**config.mk**
```make
export PLATFORM = sky130hd
export DESIGN_NAME = pir_motion_conditioner
export DESIGN_NICKNAME = d
export VERILOG_FILES = /design/src/rtl/pir_pkg.sv /design/src/rtl/pir_debounce.sv /design/src/rtl/pir_motion_conditioner.sv
export SDC_FILE = /design/constraint.sdc
export NUM_CORES = 1
export LEC_CHECK = 0
export BUFFER_PORTS_ARGS = -buffer_cell sky130_fd_sc_hd__buf_2
export CORE_ASPECT_RATIO = 1.5
export CORE_UTILIZATION = 62
export DETAILED_ROUTE_END_ITERATION = 8
export MAX_ROUTING_LAYER = met4
export PLACE_DENSITY = 0.79
export SYNTH_ARGS = -nofsm -noshare
export SYNTH_HDL_FRONTEND = slang
export SYNTH_SLANG_ARGS = --single-unit
```
**constraint.sdc**
```tcl
create_clock -name clk_148_mhz -period 3.06 [get_ports clk_148_mhz]
set_input_delay 0.153 -clock clk_148_mhz [delete_from_list [all_inputs] [get_ports clk_148_mhz]]
set_output_delay 0.153 -clock clk_148_mhz [all_outputs]
set_load 0.02 [all_outputs]
```
**src/rtl/pir_pkg.sv**
```systemverilog
// Shared types and default timing constants for the PIR motion conditioner.
package pir_pkg;

    typedef enum logic [1:0] {
        WARMUP = 2'd0,
        IDLE   = 2'd1,
        ACTIVE = 2'd2,
        HOLD   = 2'd3
    } pir_state_t;

    localparam int PIR_WARMUP_CYCLES   = 1_480_000;
    localparam int PIR_DEBOUNCE_CYCLES = 148_000;
    localparam int PIR_HOLD_CYCLES     = 300_000_000;
    localparam int EVENT_COUNT_W       = 16;

    // Counter width for a terminal count of n-1; a 1-cycle count still needs one bit.
    function automatic int cnt_w(input int n);
        return (n > 1) ? $clog2(n) : 1;
    endfunction

endpackage

```
**src/rtl/pir_debounce.sv**
```systemverilog
// Two-flop synchroniser followed by a persistence debouncer: a new level is
// accepted only after it has disagreed with the output for DEBOUNCE_CYCLES edges.
module pir_debounce
    import pir_pkg::*;
#(
    parameter int DEBOUNCE_CYCLES = PIR_DEBOUNCE_CYCLES
) (
    input  logic clk_148_mhz,
    input  logic rst,
    input  logic din,
    output logic dout
);

    localparam int            CW       = cnt_w(DEBOUNCE_CYCLES);
    localparam logic [CW-1:0] CNT_LAST = CW'(DEBOUNCE_CYCLES - 1);

    logic          sync1_q;
    logic          sync2_q;
    logic          deb_q;
    logic          deb_d;
    logic [CW-1:0] cnt_q;
    logic [CW-1:0] cnt_d;

    always_comb begin
        deb_d = deb_q;
        cnt_d = '0;
        if (sync2_q != deb_q) begin
            if (cnt_q == CNT_LAST) begin
                deb_d = sync2_q;
            end else begin
                cnt_d = cnt_q + 1'b1;
            end
        end
    end

    always_ff @(posedge clk_148_mhz) begin
        if (rst) begin
            sync1_q <= 1'b0;
            sync2_q <= 1'b0;
            deb_q   <= 1'b0;
            cnt_q   <= '0;
        end else begin
            sync1_q <= din;
            sync2_q <= sync1_q;
            deb_q   <= deb_d;
            cnt_q   <= cnt_d;
        end
    end

    assign dout = deb_q;

endmodule

```
**src/rtl/pir_motion_conditioner.sv**
```systemverilog
// PIR sensor conditioner: warm-up blanking, debounce, retriggerable hold and
// episode-start pulse. Define PIR_EVENT_COUNT_EN to add the saturating event_count port.
module pir_motion_conditioner
    import pir_pkg::*;
#(
    parameter int WARMUP_CYCLES   = PIR_WARMUP_CYCLES,
    parameter int DEBOUNCE_CYCLES = PIR_DEBOUNCE_CYCLES,
    parameter int HOLD_CYCLES     = PIR_HOLD_CYCLES
) (
    input  logic                     clk_148_mhz,
    input  logic                     rst,
    input  logic                     pir_raw,
    output logic                     sensor_ready,
    output logic                     motion_detected,
    output logic                     motion_start
`ifdef PIR_EVENT_COUNT_EN
    ,
    output logic [EVENT_COUNT_W-1:0] event_count
`endif
);

    localparam int             WW        = cnt_w(WARMUP_CYCLES);
    localparam int             HW        = cnt_w(HOLD_CYCLES);
    localparam logic [WW-1:0]  WARM_LAST = WW'(WARMUP_CYCLES - 1);
    localparam logic [HW-1:0]  HOLD_LAST = HW'(HOLD_CYCLES - 1);

    logic          deb;
    pir_state_t    state_q;
    pir_state_t    state_d;
    logic [WW-1:0] warm_cnt_q;
    logic [WW-1:0] warm_cnt_d;
    logic [HW-1:0] hold_cnt_q;
    logic [HW-1:0] hold_cnt_d;
    logic          ready_q;
    logic          ready_d;
    logic          motion_q;
    logic          motion_d;
    logic          start_q;
    logic          start_d;

    pir_debounce #(
        .DEBOUNCE_CYCLES (DEBOUNCE_CYCLES)
    ) u_debounce (
        .clk_148_mhz (clk_148_mhz),
        .rst         (rst),
        .din         (pir_raw),
        .dout        (deb)
    );

    always_ff @(posedge clk_148_mhz) begin
        if (rst) begin
            state_q    <= WARMUP;
            warm_cnt_q <= '0;
            hold_cnt_q <= '0;
            ready_q    <= 1'b0;
            motion_q   <= 1'b0;
            start_q    <= 1'b0;
        end else begin
            state_q    <= state_d;
            warm_cnt_q <= warm_cnt_d;
            hold_cnt_q <= hold_cnt_d;
            ready_q    <= ready_d;
            motion_q   <= motion_d;
            start_q    <= start_d;
        end
    end

    // A returning deb=1 in HOLD is checked before expiry so the episode survives a tie.
    always_comb begin
        state_d    = state_q;
        warm_cnt_d = '0;
        hold_cnt_d = '0;
        case (state_q)
            WARMUP: begin
                if (warm_cnt_q == WARM_LAST) begin
                    state_d = IDLE;
                end else begin
                    warm_cnt_d = warm_cnt_q + 1'b1;
                end
            end
            IDLE: begin
                if (deb) begin
                    state_d = ACTIVE;
                end
            end
            ACTIVE: begin
                if (!deb) begin
                    state_d = HOLD;
                end
            end
            HOLD: begin
                if (deb) begin
                    state_d = ACTIVE;
                end else if (hold_cnt_q == HOLD_LAST) begin
                    state_d = IDLE;
                end else begin
                    hold_cnt_d = hold_cnt_q + 1'b1;
                end
            end
            default: state_d = WARMUP;
        endcase
    end

    // Outputs are registered copies of the state being entered.
    always_comb begin
        ready_d  = (state_d != WARMUP);
        motion_d = (state_d == ACTIVE) || (state_d == HOLD);
        start_d  = (state_q == IDLE) && (state_d == ACTIVE);
    end

    assign sensor_ready    = ready_q;
    assign motion_detected = motion_q;
    assign motion_start    = start_q;

`ifdef PIR_EVENT_COUNT_EN
    logic [EVENT_COUNT_W-1:0] event_cnt_q;
    logic [EVENT_COUNT_W-1:0] event_cnt_d;

    always_comb begin
        event_cnt_d = event_cnt_q;
        if (start_q && (event_cnt_q != {EVENT_COUNT_W{1'b1}})) begin
            event_cnt_d = event_cnt_q + 1'b1;
        end
    end

    always_ff @(posedge clk_148_mhz) begin
        if (rst) begin
            event_cnt_q <= '0;
        end else begin
            event_cnt_q <= event_cnt_d;
        end
    end

    assign event_count = event_cnt_q;
`endif

endmodule
```
# Word level (Yosys, flattened, before mapping)
# Index checks and enable logic that the tools add are counted.
# totals
ff_bits,76
input_bits,3
elab_cells,39
# op_classes
add_sub_neg,3
eq_ne,9
mux,6
n_bitwise,3
n_reduce_logical,8
# ops
operator,count
"29-bit by 1-bit adder with 29-bit output, second input constant",1
"29-bit equality test, second input constant",1
"21-bit by 1-bit adder with 21-bit output, second input constant",1
"21-bit equality test, second input constant",1
"18-bit by 1-bit adder with 18-bit output, second input constant",1
"18-bit equality test, second input constant",1
2-bit 2-to-1 mux,5
"2-bit equality test, second input constant",4
2-bit one-hot mux with 4 select lines,1
3-bit OR reduction,2
4-bit OR reduction,1
1-bit inverter,3
"2-bit by 1-bit equality test with 1-bit output, second input constant",1
2-bit logical NOT,1
2-bit AND reduction,1
2-bit nonzero test,1
1-bit logical AND,1
1-bit logical OR,1
1-bit != test,1

# Logic depth before layout (Yosys ltp)
# Gate-level depths: netlist (run 1).
# depth
word_depth,6
ltp_mapped,6

# By module
# A second synthesis (run 1) with hierarchy kept.
# unflattened
cells_unflattened,393
hier_area_um2,3469.6
# by_module_without_submodules
module,n_inst,cells_per_inst,area_each_um2,seq_area_each_um2
pir_motion_conditioner,1,290,2503.7,1081.0
pir_debounce,1,103,965.9,420.4

# Least setup slack after synthesis (run 1)
# OpenSTA, ideal clock, no wires.
# synth_path
kind,reg2reg
from,register hold_cnt_q[0]
to,register hold_cnt_q[24]
setup_time_ns,0.086
arrival_ns,2.031
path_slack_ns,0.943
stages_incl_launch_ff,7
path_buffers,1
synth_period_minus_slack_ns,2.117
path_cell_list,dfxtp_1 > ha_1 > nand4_4 > or4_4 > buf_6 > or4_1 > a211oi_1
# synth_via
elab_chain_cells,2
# synth_lines
element,line_no,source
"start, declared",pir_motion_conditioner.sv:32,logic [HW-1:0] hold_cnt_q;
"start signal, assigned",pir_motion_conditioner.sv:61,hold_cnt_q <= hold_cnt_d;
branches (longest 2 deep; another with 29-bit by 1-bit adder with 29-bit output),-,
# Several ways; the timed one is not identified.
# A chain may end at the register's enable or synchronous reset.

# Final worst setup path (run 1)
# layout_path
from,register warm_cnt_q[14]
to,register warm_cnt_q[7]
# layout_via
elab_chain_cells,2
# layout_lines
element,line_no,source
"start, declared",pir_motion_conditioner.sv:30,logic [WW-1:0] warm_cnt_q;
"start signal, assigned",pir_motion_conditioner.sv:60,warm_cnt_q <= warm_cnt_d;
21-bit equality test,pir_motion_conditioner.sv:75,if (warm_cnt_q == WARM_LAST) begin
3-bit OR reduction (no line),-,
# No other way between the ends.

==> results of run 1 <==
## state kept, by name, indices dropped and copies added (netlist names)
| signal | count |
|---|---|
| sensor_ready | 1 |
| u_debounce.sync2_q | 1 |
| u_debounce.sync1_q | 1 |
| motion_start | 1 |
| u_debounce.cnt_q | 18 |
| hold_cnt_q | 29 |
| u_debounce.dout | 1 |
| state_q | 2 |
| warm_cnt_q | 21 |
## area by class of cell
class	count	area, µm²	share of cell area (%)
flip-flops and latches	75	1500	40.1
well taps	70	87.6	2.34
multi-input cells	297	1860	49.6
clock buffers	10	128	3.40
repair buffers	7	40.0	1.07
inverters	11	41.3	1.10
clock inverters	6	90.1	2.40
## critical path, cell delays in order, from the launching register on
cell and delay, ps:
dfxtp_1 360, or4_1 530, nor4b_1 440, a311o_1 760, nor2_1 110
## cell usage after synthesis (all sizes together), types with 3 or more instances
master	instances
a21oi	18
ha	3
xnor2	26
or4	15
xor2	9
nand3	24
and3	6
nor4bb	3
o31ai	10
dfxtp	75
nor2	38
nor3	18
nand2	23
nand4	15
clkbuf	10
a211oi	12
buf	4
or2	4
inv	11
nor4b	5
nor4	10
and4	6
o21ai	16
or3	17
## logic make-up (layout without fill, tap and decap cells)
| group | count (synthesis) | after routing | synth area share, % |
|---|---|---|---|
| AOI/OAI and AO/OA | 66 | 66 | 11.8 |
| xor gates and xnor gates | 35 | 35 | 8.78 |
| adders and majority gates | 3 | 3 | 1.08 |
| buffers and inverters | 26 | 34 | 3.80 |
| DFF | 75 | 75 | 43.0 |
| and+or+nand+nor | 193 | 193 | 31.5 |
## power by group through the flow
stage          Sequential (mW)  Clock (mW)  Combinational [mW]
2_1_floorplan             1.01           0              0.0152
3_5_place_dp              1.01           0              0.0198
5_1_grt                  0.986       0.877              0.0221
3_3_place_gp              1.01           0              0.0189
6_report                 0.985       0.823              0.0195
4_1_cts                  0.985       0.844              0.0199
## worst max path at each step
stage                                           end                       from  slack (ps)
final                      warm_cnt_q[7]$_SDFF_PP0_  warm_cnt_q[14]$_SDFF_PP0_         710
after global routing      warm_cnt_q[19]$_SDFF_PP0_  warm_cnt_q[14]$_SDFF_PP0_         520
after CTS                  warm_cnt_q[7]$_SDFF_PP0_  warm_cnt_q[14]$_SDFF_PP0_         730
after detailed placement  warm_cnt_q[10]$_SDFF_PP0_  warm_cnt_q[14]$_SDFF_PP0_         730
after global placement     warm_cnt_q[3]$_SDFF_PP0_  warm_cnt_q[14]$_SDFF_PP0_         870
after floorplan           hold_cnt_q[24]$_SDFF_PP0_   hold_cnt_q[0]$_SDFF_PP0_         940
## layer usage
metal,track usage [%],routed length [µm]
met3,6.55,213
met2,45.3,3560
met1,27.0,2880
met5,-,0
met4,11.9,146
## layout by cell type, fill, tap and decap left out, types with 4 or more instances in the layout
master / count
nand2_1: 23
clkbuf_8: 9
xnor2_1: 26
o21ai_0: 16
a211oi_1: 12
or4_1: 13
or3_1: 16
nand3_1: 24
inv_1: 11
xor2_1: 9
nor2_1: 38
nor4_1: 10
nor3_1: 17
or2_2: 4
buf_2: 5
nand4_1: 13
dfxtp_1: 75
and4_1: 6
and3_1: 6
o31ai_1: 10
a21oi_1: 18
nor4b_1: 5
## per-stage QoR
stage / instance area, µm² / instances / hold slack, ps / power, mW
floorplan: 3490 / 398 / 281 / 1.02
detailed placement: 3530 / 460 / 372 / 1.03
global placement: 3530 / 460 / 374 / 1.03
global route: 3750 / 476 / 8.02 / 1.89
CTS: 3750 / 476 / 4.05 / 1.85
finish: 3750 / 476 / 24.8 / 1.83
==> run metrics, run 1 <==
status=completed; CTS root buffer=clkbuf_8; DR vias=roughly 2900; vias in the first global route=~2800; slew at the pin with the worst max-slew slack=~780 ps; nature of the critical path endpoint=register; Initial DRT Pass Iterations=4; worst hold path depth=2; Worst Clk Skew=about 13 ps; fmax=426 MHz; GP Congestion=approximately 0.86; initial core utilization=between 60% and 70%; register area share after synthesis=between 40% and 50%; Max Cap Viol=0; clk slew on worst S/H paths=approximately 80 ps; top cells by area, synth=dfxtp_1 (43%), xnor2_1 (6.5%), nor2_1 (4.1%); post-layout util=68.8%; fraction of final layout cells sized beyond drive strength 1=roughly 8.4%; Clock Tree Buf Depth=2; Mapped Cells=roughly 400; area grow syn2layout=7.42%; DR iter-0 viols=~200; Post-CTS Resized=0; worst hold endpoint=u_debounce.sync1_q$_SDFF_PP0_; max-slew violation count=0; Hold Startpoint=pir_raw; Top FF cell, synth=dfxtp_1; clock latency on the worst-skew pair=roughly 340 ps; worst vdd ir=between 0.3 and 0.4 mV; number of flops mapped to enable cells by yosys=0; WL/cell=~14 µm; Synth async-reset ratio=0%; initial antenna violation count=0; Nets=roughly 400; die area=a little under 6000 µm²; first-pass GRT wire length=between 10 and 15 mm; Synth area leader=dfxtp_1; Crit Path Category=reg -> reg; Critical R2R Launch=warm_cnt_q[14]$_SDFF_PP0_; critical path peak fanout=20; Via density=approximately 6.1; H-tree Lvls=3; Fillers=about 470; Synth Cell Area=roughly 3500 µm²; Distinct cells, synth=46; Switch Pwr=0.379 mW; LEAKAGE=approximately 1.1 nW; cell-internal power=between 1 and 1.5 mW; PortBufs=5; worst setup margin=about 710 ps; Reg-to-Reg End=warm_cnt_q[7]$_SDFF_PP0_; IO Count=6; HP Class=in -> reg; slack of the worst reg-to-reg path=710 ps; Post-CTS Setup Bufs=0; synth warn=0; post-DP HPWL=approximately 4.8 mm; CTS sink count=75; Ant. Diodes=0; Final TNS setup=0 ps; DIE WIDTH=63.3 µm; Setup WS pre-CTS=728 ps; Setup-failing EPs final=0; clock group share of total power=between 40% and 50%; core box area=around 5500 µm²; Worst slew margin=a little under half; pin count of the biggest net entering global routing=30; combinational group share of total power=1.1%; CTS tree=yes; syn_nets=a little over 400; WP data arrival=2550 ps; cell area power density=slightly below 500 nW/µm²; Reg2Reg Depth=4; min Tclk post-route=about 2300 ps; # DRC=0; flops & latches, synth=75; Reg power frac=a little over half; hold_buf cts=0; grt ovf=0; final hold vios=0; RSZ-0062 raised after global routing=no; Total GRT Usage=25.8%; Die Ht=around 94 µm; synthesized area per cell=between 8 and 9 µm²; Sw Share=20.7%; Period Utilization, post-route=between 70% and 80%; area fraction of the dominant cell type after synthesis=a little over two fifths; cts bufs inserted=9; Worst EP required=roughly 3300 ps; WL final=around 6.8 mm; Final ANT Viol Nets=0; cell row count=33; crit path launch type=register
(Power assumes the default switching activity.)
==> run 2, diff against run 1 <==
Clock period 3.06 ns to 2.4 ns, I/O delays scaled along.
==> run 2 against run 1 <==
Sequential cell count stayed put; core utilization is 1.2 points higher; non-clock buffer count grew 5; critical path type unchanged; highest routed layer unchanged.
==> run metrics, run 2 (synthesis results as in run 1) <==
initial core utilization=64.0% (unchanged); cells along the critical path=ha_1 > nand4_4 > or4_4 > or4_1 > a211oi_1; Initial DRT Pass Iterations=4 (unchanged); Hold Startpoint=pir_raw; Post-CTS Setup Bufs=0 (unchanged); commonest cells after routing, fill and taps aside=dfxtp_1 (75), nor2_1 (38), xnor2_1 (26); Crit Path Category=reg -> reg; vias in the first global route=2610 (-6.9%); post-DP HPWL=4.77 mm (about the same); cell area power density=647 nW/µm² (+33%); clk slew on worst S/H paths=80 ps (about the same); crit-path max cell delay=590 ps (-170 ps); WP data arrival=2450 ps (-100 ps); Nets=412 (+1.2%); CTS tree=yes; WL/cell=14.4 µm (+0.68%); worst vdd ir=0.444 mV (+39%); GP Congestion=0.869 (+1.6%); max reg flops=29 (unchanged); slew at the pin with the worst max-slew slack=615 ps (-169 ps); Setup-failing EPs final=0 (unchanged); fmax=458 MHz (+7.5%); WL final=6.92 mm (+1.7%); PortBufs=5 (unchanged); Reg-to-Reg End=hold_cnt_q[26]$_SDFF_PP0_; Final Power=2.47 mW (+35%); final instance area=3820 µm² (+1.8%); Multi-input gate area=1860 µm² (unchanged); CTS root buffer=clkbuf_8; Setup WS pre-CTS=192 ps (-536 ps); Critical R2R Launch=hold_cnt_q[0]$_SDFF_PP0_; Final TNS setup=0 ps (unchanged); critical path's slowest cell=or4_4; grt ovf=0 (unchanged); placed cell area=3570 µm² (+1.1%); fin cells=481 (+1.1%); worst hold slack=30.6 ps (+5.76 ps); max-slew violation count=0 (unchanged); # DRC=0 (unchanged); DR vias=2940 (+0.86%); Final ANT Viol Nets=0 (unchanged); DIE WIDTH=63.3 µm (unchanged); first-pass GRT wire length=11.7 mm (-1.3%); DR iter-0 viols=143 (-30%); HP Class=in -> reg; Worst Clk Skew=9.63 ps (-3.44 ps); worst hold path depth=2 (unchanged); commonest non-fill, non-tap cell in the layout=dfxtp_1; Fillers=472 (+1.1%); CTS sink count=75 (unchanged); die area=5940 µm² (unchanged); cell row count=33 (unchanged); Clock Tree Buf Depth=2 (unchanged); biggest regs=hold_cnt_q x29, warm_cnt_q x21, u_debounce.cnt_q x18; RSZ-0062 raised after global routing=no; initial antenna violation count=0 (unchanged); post-layout util=70.0% (+1.2 points); pin count of the biggest net entering global routing=30 (unchanged); H-tree Lvls=3 (unchanged); status=completed; LEAKAGE=1.11 nW (+3.5%); slack of the worst reg-to-reg path=220 ps (-500 ps); Total GRT Usage=26.0% (+0.17 points); fraction of final layout cells sized beyond drive strength 1=9.73% (+1.4 points); Period Utilization, post-route=91.0% (+14 points); Post-CTS Resized=0 (unchanged); worst hold endpoint=u_debounce.sync1_q$_SDFF_PP0_; IO Count=6 (unchanged); Max Cap Viol=0 (unchanged); worst setup margin=216 ps (-497 ps); core box area=5450 µm² (unchanged); Worst slew margin=59.0% (+11 points); Cell Count Post-Placement=465 (+1.1%); Via density=6.11 (-0.19%); min Tclk post-route=2180 ps (-163 ps); Worst EP required=2660 ps (-600 ps); cts bufs inserted=9 (unchanged); nature of the critical path endpoint=register; Reg area=1500 µm² (unchanged); critical path peak fanout=12 (-40%); area grow syn2layout=9.36%; Ant. Diodes=0 (unchanged); Most flops, register=hold_cnt_q; clock latency on the worst-skew pair=360 ps (+20 ps); crit path launch type=register; Reg2Reg Depth=5 (+1); hold_buf cts=0 (unchanged); final hold vios=0 (unchanged); Die Ht=93.9 µm (unchanged)
==> run 2: cell count changes in the layout (fill, tap and decap cells not counted) <==
cell / previous run / this run
clkinv_4: 2 / 1
bufinv_16: 2 / 3
clkinv_2: 1 / 0
buf_4: 2 / 7
clkbuf_1: 1 / 0
inv_6: 0 / 2
==> run 2: layout make-up <==
type                       instances  share of cell area [%]
clock inverter                     7                    3.25
inverter                          11                    1.08
multi-input combinational        297                    48.8
tap                               70                    2.30
timing repair buffer              12                    2.03
clock buffer                       9                    3.25
sequential                        75                    39.3
==> run 2: worst max-delay path, delay by kind of cell, from the launching register on <==
family | cells | cell delay (ps)
AOI/OAI and AO/OA | 1 | 240
adders and majority gates | 1 | 270
DFF | 1 | 390
and+or+nand+nor | 3 | 1190
==> run 2: layer usage <==
layer / vias up / routed length [µm] / track usage (%)
li1: 1495 / - / -
met1: 1367 / 2910 / 27.6
met2: 60 / 3600 / 45.5
met3: 18 / 238 / 5.83
met4: 0 / 174 / 12.1
met5: - / 0 / -
==> run 2: where the power goes <==
| part | leakage (nW) | switching (mW) | total (mW) | internal [mW] |
|---|---|---|---|---|
| Sequential | 0.605 | 0.00521 | 1.25 | 1.25 |
| Clock | 0.120 | 0.489 | 1.19 | 0.699 |
| Combinational | 0.386 | 0.0160 | 0.0273 | 0.0113 |
==> run 2: worst max-delay path by stage <==
stage                                        start                   endpoint  slack (ps)  cells past startpoint
after floorplan           hold_cnt_q[0]$_SDFF_PP0_  hold_cnt_q[24]$_SDFF_PP0_         280                      6
after global routing      hold_cnt_q[0]$_SDFF_PP0_  hold_cnt_q[26]$_SDFF_PP0_         100                      5
after detailed placement  hold_cnt_q[0]$_SDFF_PP0_  hold_cnt_q[26]$_SDFF_PP0_         190                      5
after global placement    hold_cnt_q[0]$_SDFF_PP0_  hold_cnt_q[28]$_SDFF_PP0_         290                      5
after CTS                 hold_cnt_q[0]$_SDFF_PP0_  hold_cnt_q[26]$_SDFF_PP0_         190                      5
final                     hold_cnt_q[0]$_SDFF_PP0_  hold_cnt_q[26]$_SDFF_PP0_         220                      5
==> run 3, diff against run 2 <==
Settings changed: PLACE_DENSITY 0.79 to 0.84.
Clock period 2.4 ns to 2.45 ns, I/O delays scaled along.
==> run 3 against run 2 <==
Largest power group unchanged; clock power fell by 19%; critical endpoint unchanged; sequential share of layout area increased by 0.60 points; critical path type unchanged; design area fell by 1.5%; non-clock buffer count fell by 2; wire length is 2.7% lower; via count down 0.65%; core utilization down 1.1 points; highest routed layer unchanged; power decreased by 10%.
==> run metrics, run 3 (synthesis results as in run 1) <==
Initial DRT Pass Iterations=5 (+1); cell-internal power=1.73 mW (-12%); combinational group share of total power=1.2% (about the same); crit-path max cell delay=610 ps (+20 ps); worst hold path depth=2 (unchanged); WL/cell=14.1 µm (-2.3%); DIE WIDTH=63.3 µm (unchanged); hold_buf cts=1 (+1); post-DP HPWL=4.66 mm (-2.2%); critical path's slowest cell=or4_4; cell area power density=590 nW/µm² (-8.9%); Post-CTS Resized=0 (unchanged); Worst Clk Skew=9.03 ps (-0.598 ps); Reg-to-Reg End=hold_cnt_q[26]$_SDFF_PP0_; grt ovf=0 (unchanged); GP Congestion=0.826 (-5.0%); critical path peak fanout=12 (unchanged); most used routing layer=met2; IO Count=6 (unchanged); biggest regs=hold_cnt_q x29, warm_cnt_q x21, u_debounce.cnt_q x18; initial core utilization=64.0% (unchanged); Sw Share=21.9% (+1.3 points); CTS sink count=75 (unchanged); commonest cells after routing, fill and taps aside=dfxtp_1 (75), nor2_1 (38), xnor2_1 (26); PortBufs=5 (unchanged); Worst EP required=2720 ps (+60 ps); cells along the critical path=ha_1 > nand4_4 > or4_4 > or4_1 > a211oi_1; fin cells=479 (-0.42%); CTS root buffer=clkbuf_8; commonest non-fill, non-tap cell in the layout=dfxtp_1; clk slew on worst S/H paths=80 ps (about the same); met2 Use GR=45.3% (-0.27 points); area grow syn2layout=7.71%; CP bufs+invs=0 (unchanged); CTS tree=yes; Ant. Diodes=0 (unchanged); Hold Startpoint=rst; Fillers=454 (-3.8%); Cell Count Post-Placement=462 (-0.65%); clock group share of total power=43.3% (-4.8 points); LEAKAGE=1.07 nW (-3.6%); slew at the pin with the worst max-slew slack=597 ps (-18.0 ps); nature of the critical path endpoint=register; Most flops, register=hold_cnt_q; Period Utilization, post-route=91.2% (+0.26 points); HP Class=in -> reg; cell row count=33 (unchanged); Setup-failing EPs final=0 (unchanged); die area=5940 µm² (unchanged); Via density=6.10 (-0.23%); Worst slew margin=60.2% (+1.2 points); # DRC=0 (unchanged); DR iter-0 viols=80 (-44%); Max Cap Viol=0 (unchanged); Switch Pwr=0.485 mW (-4.8%); placed cell area=3550 µm² (-0.63%); RSZ-0062 raised after global routing=no; crit path launch type=register; H-tree Lvls=3 (unchanged); DR vias=2921 (-0.65%); max reg flops=29 (unchanged); Final ANT Viol Nets=0 (unchanged); Post-CTS Setup Bufs=0 (unchanged); fraction of final layout cells sized beyond drive strength 1=9.05% (-0.69 points); Critical R2R Launch=hold_cnt_q[0]$_SDFF_PP0_; Crit Path Category=reg -> reg; max-slew violation count=0 (unchanged); WP data arrival=2500 ps (+50 ps); Total GRT Usage=25.4% (-0.59 points); cts bufs inserted=9 (unchanged); final hold vios=0 (unchanged); Nets=410 (-0.49%); Reg power frac=55.5% (+4.7 points); CP top delay family=simple AND/OR/NAND/NOR gates; status=completed; first-pass GRT wire length=11.5 mm (-1.8%); Clock Tree Buf Depth=2 (unchanged); worst hold endpoint=u_debounce.dout$_SDFFE_PP0P_; pin count of the biggest net entering global routing=30 (unchanged); Final TNS setup=0 ps (unchanged); slack of the worst reg-to-reg path=210 ps (about the same); clock latency on the worst-skew pair=350 ps (about the same); met1 GRT Util=26.6% (-1.0 points); core box area=5450 µm² (unchanged); post-layout util=69.0% (-1.1 points); M3 GR Usage=5.95% (+0.12 points); Reg2Reg Depth=5 (unchanged); final instance area=3760 µm² (-1.5%); min Tclk post-route=2240 ps (+52.0 ps); WL final=6.74 mm (-2.7%); worst vdd ir=0.629 mV (+42%); initial antenna violation count=0 (unchanged); vias in the first global route=2701 (+3.5%); Die Ht=93.9 µm (unchanged); fmax=447 MHz (-2.3%)
## run 3: cell types whose count changed in the layout (fill, tap and decap cells not counted)
cell,previous run,this run
clkinvlp_4,1,4
inv_6,2,0
buf_4,7,4
dlygate4sd3_1,0,1
clkinv_4,1,0
bufinv_16,3,1
clkinv_2,0,1
clkbuf_8,9,10
## run 3: how the worst max path moves through the flow
stage / start / end / depth (start not counted)
final: hold_cnt_q[0]$_SDFF_PP0_ / hold_cnt_q[26]$_SDFF_PP0_ / 5
after global routing: hold_cnt_q[0]$_SDFF_PP0_ / hold_cnt_q[26]$_SDFF_PP0_ / 5
after CTS: hold_cnt_q[0]$_SDFF_PP0_ / hold_cnt_q[26]$_SDFF_PP0_ / 5
after detailed placement: hold_cnt_q[0]$_SDFF_PP0_ / hold_cnt_q[26]$_SDFF_PP0_ / 5
after global placement: hold_cnt_q[0]$_SDFF_PP0_ / hold_cnt_q[28]$_SDFF_PP0_ / 5
after floorplan: hold_cnt_q[0]$_SDFF_PP0_ / hold_cnt_q[24]$_SDFF_PP0_ / 6
## run 3: cell type report
cell class,instances,area (µm²),area share (%)
sequential,75,1500,39.9
clock buffer,10,138,3.66
tap,70,87.6,2.33
clock inverter,6,65.1,1.73
multi-input combinational,297,1860,49.5
inverter,11,41.3,1.10
timing repair buffer,10,65.1,1.73
## run 3: worst register-to-register path, stage by stage, from the launching register on
cell,delay [ps]
dfxtp_1,390
ha_1,260
nand4_4,160
or4_4,620
or4_1,500
a211oi_1,220
## run 3: power groups by stage
stage	registers, mW	logic [mW]	clock network [mW]
CTS	1.23	0.0274	0.973
floorplan	1.26	0.0190	0
detailed placement	1.26	0.0259	0
global placement	1.26	0.0250	0
finish	1.23	0.0271	0.959
global route	1.23	0.0302	1.02
## run 3: metal layers
| metal | routed length [µm] | part of all wire (%) | vias to the layer above |
|---|---|---|---|
| li1 | - | - | 1487 |
| met1 | 2910 | 43 | 1389 |
| met2 | 3530 | 52 | 36 |
| met3 | 188 | 2.8 | 9 |
| met4 | 111 | 1.6 | 0 |
| met5 | 0 | 0 | - |
## run 3: per-stage QoR
step	total power, mW	hold WS (ps)	setup slack [ps]
2_1_floorplan	1.28	251	333
6_report	2.22	59.6	214
3_5_place_dp	1.28	365	207
3_3_place_gp	1.28	363	282
4_1_cts	2.23	53.7	212
5_1_grt	2.28	67.0	76.3
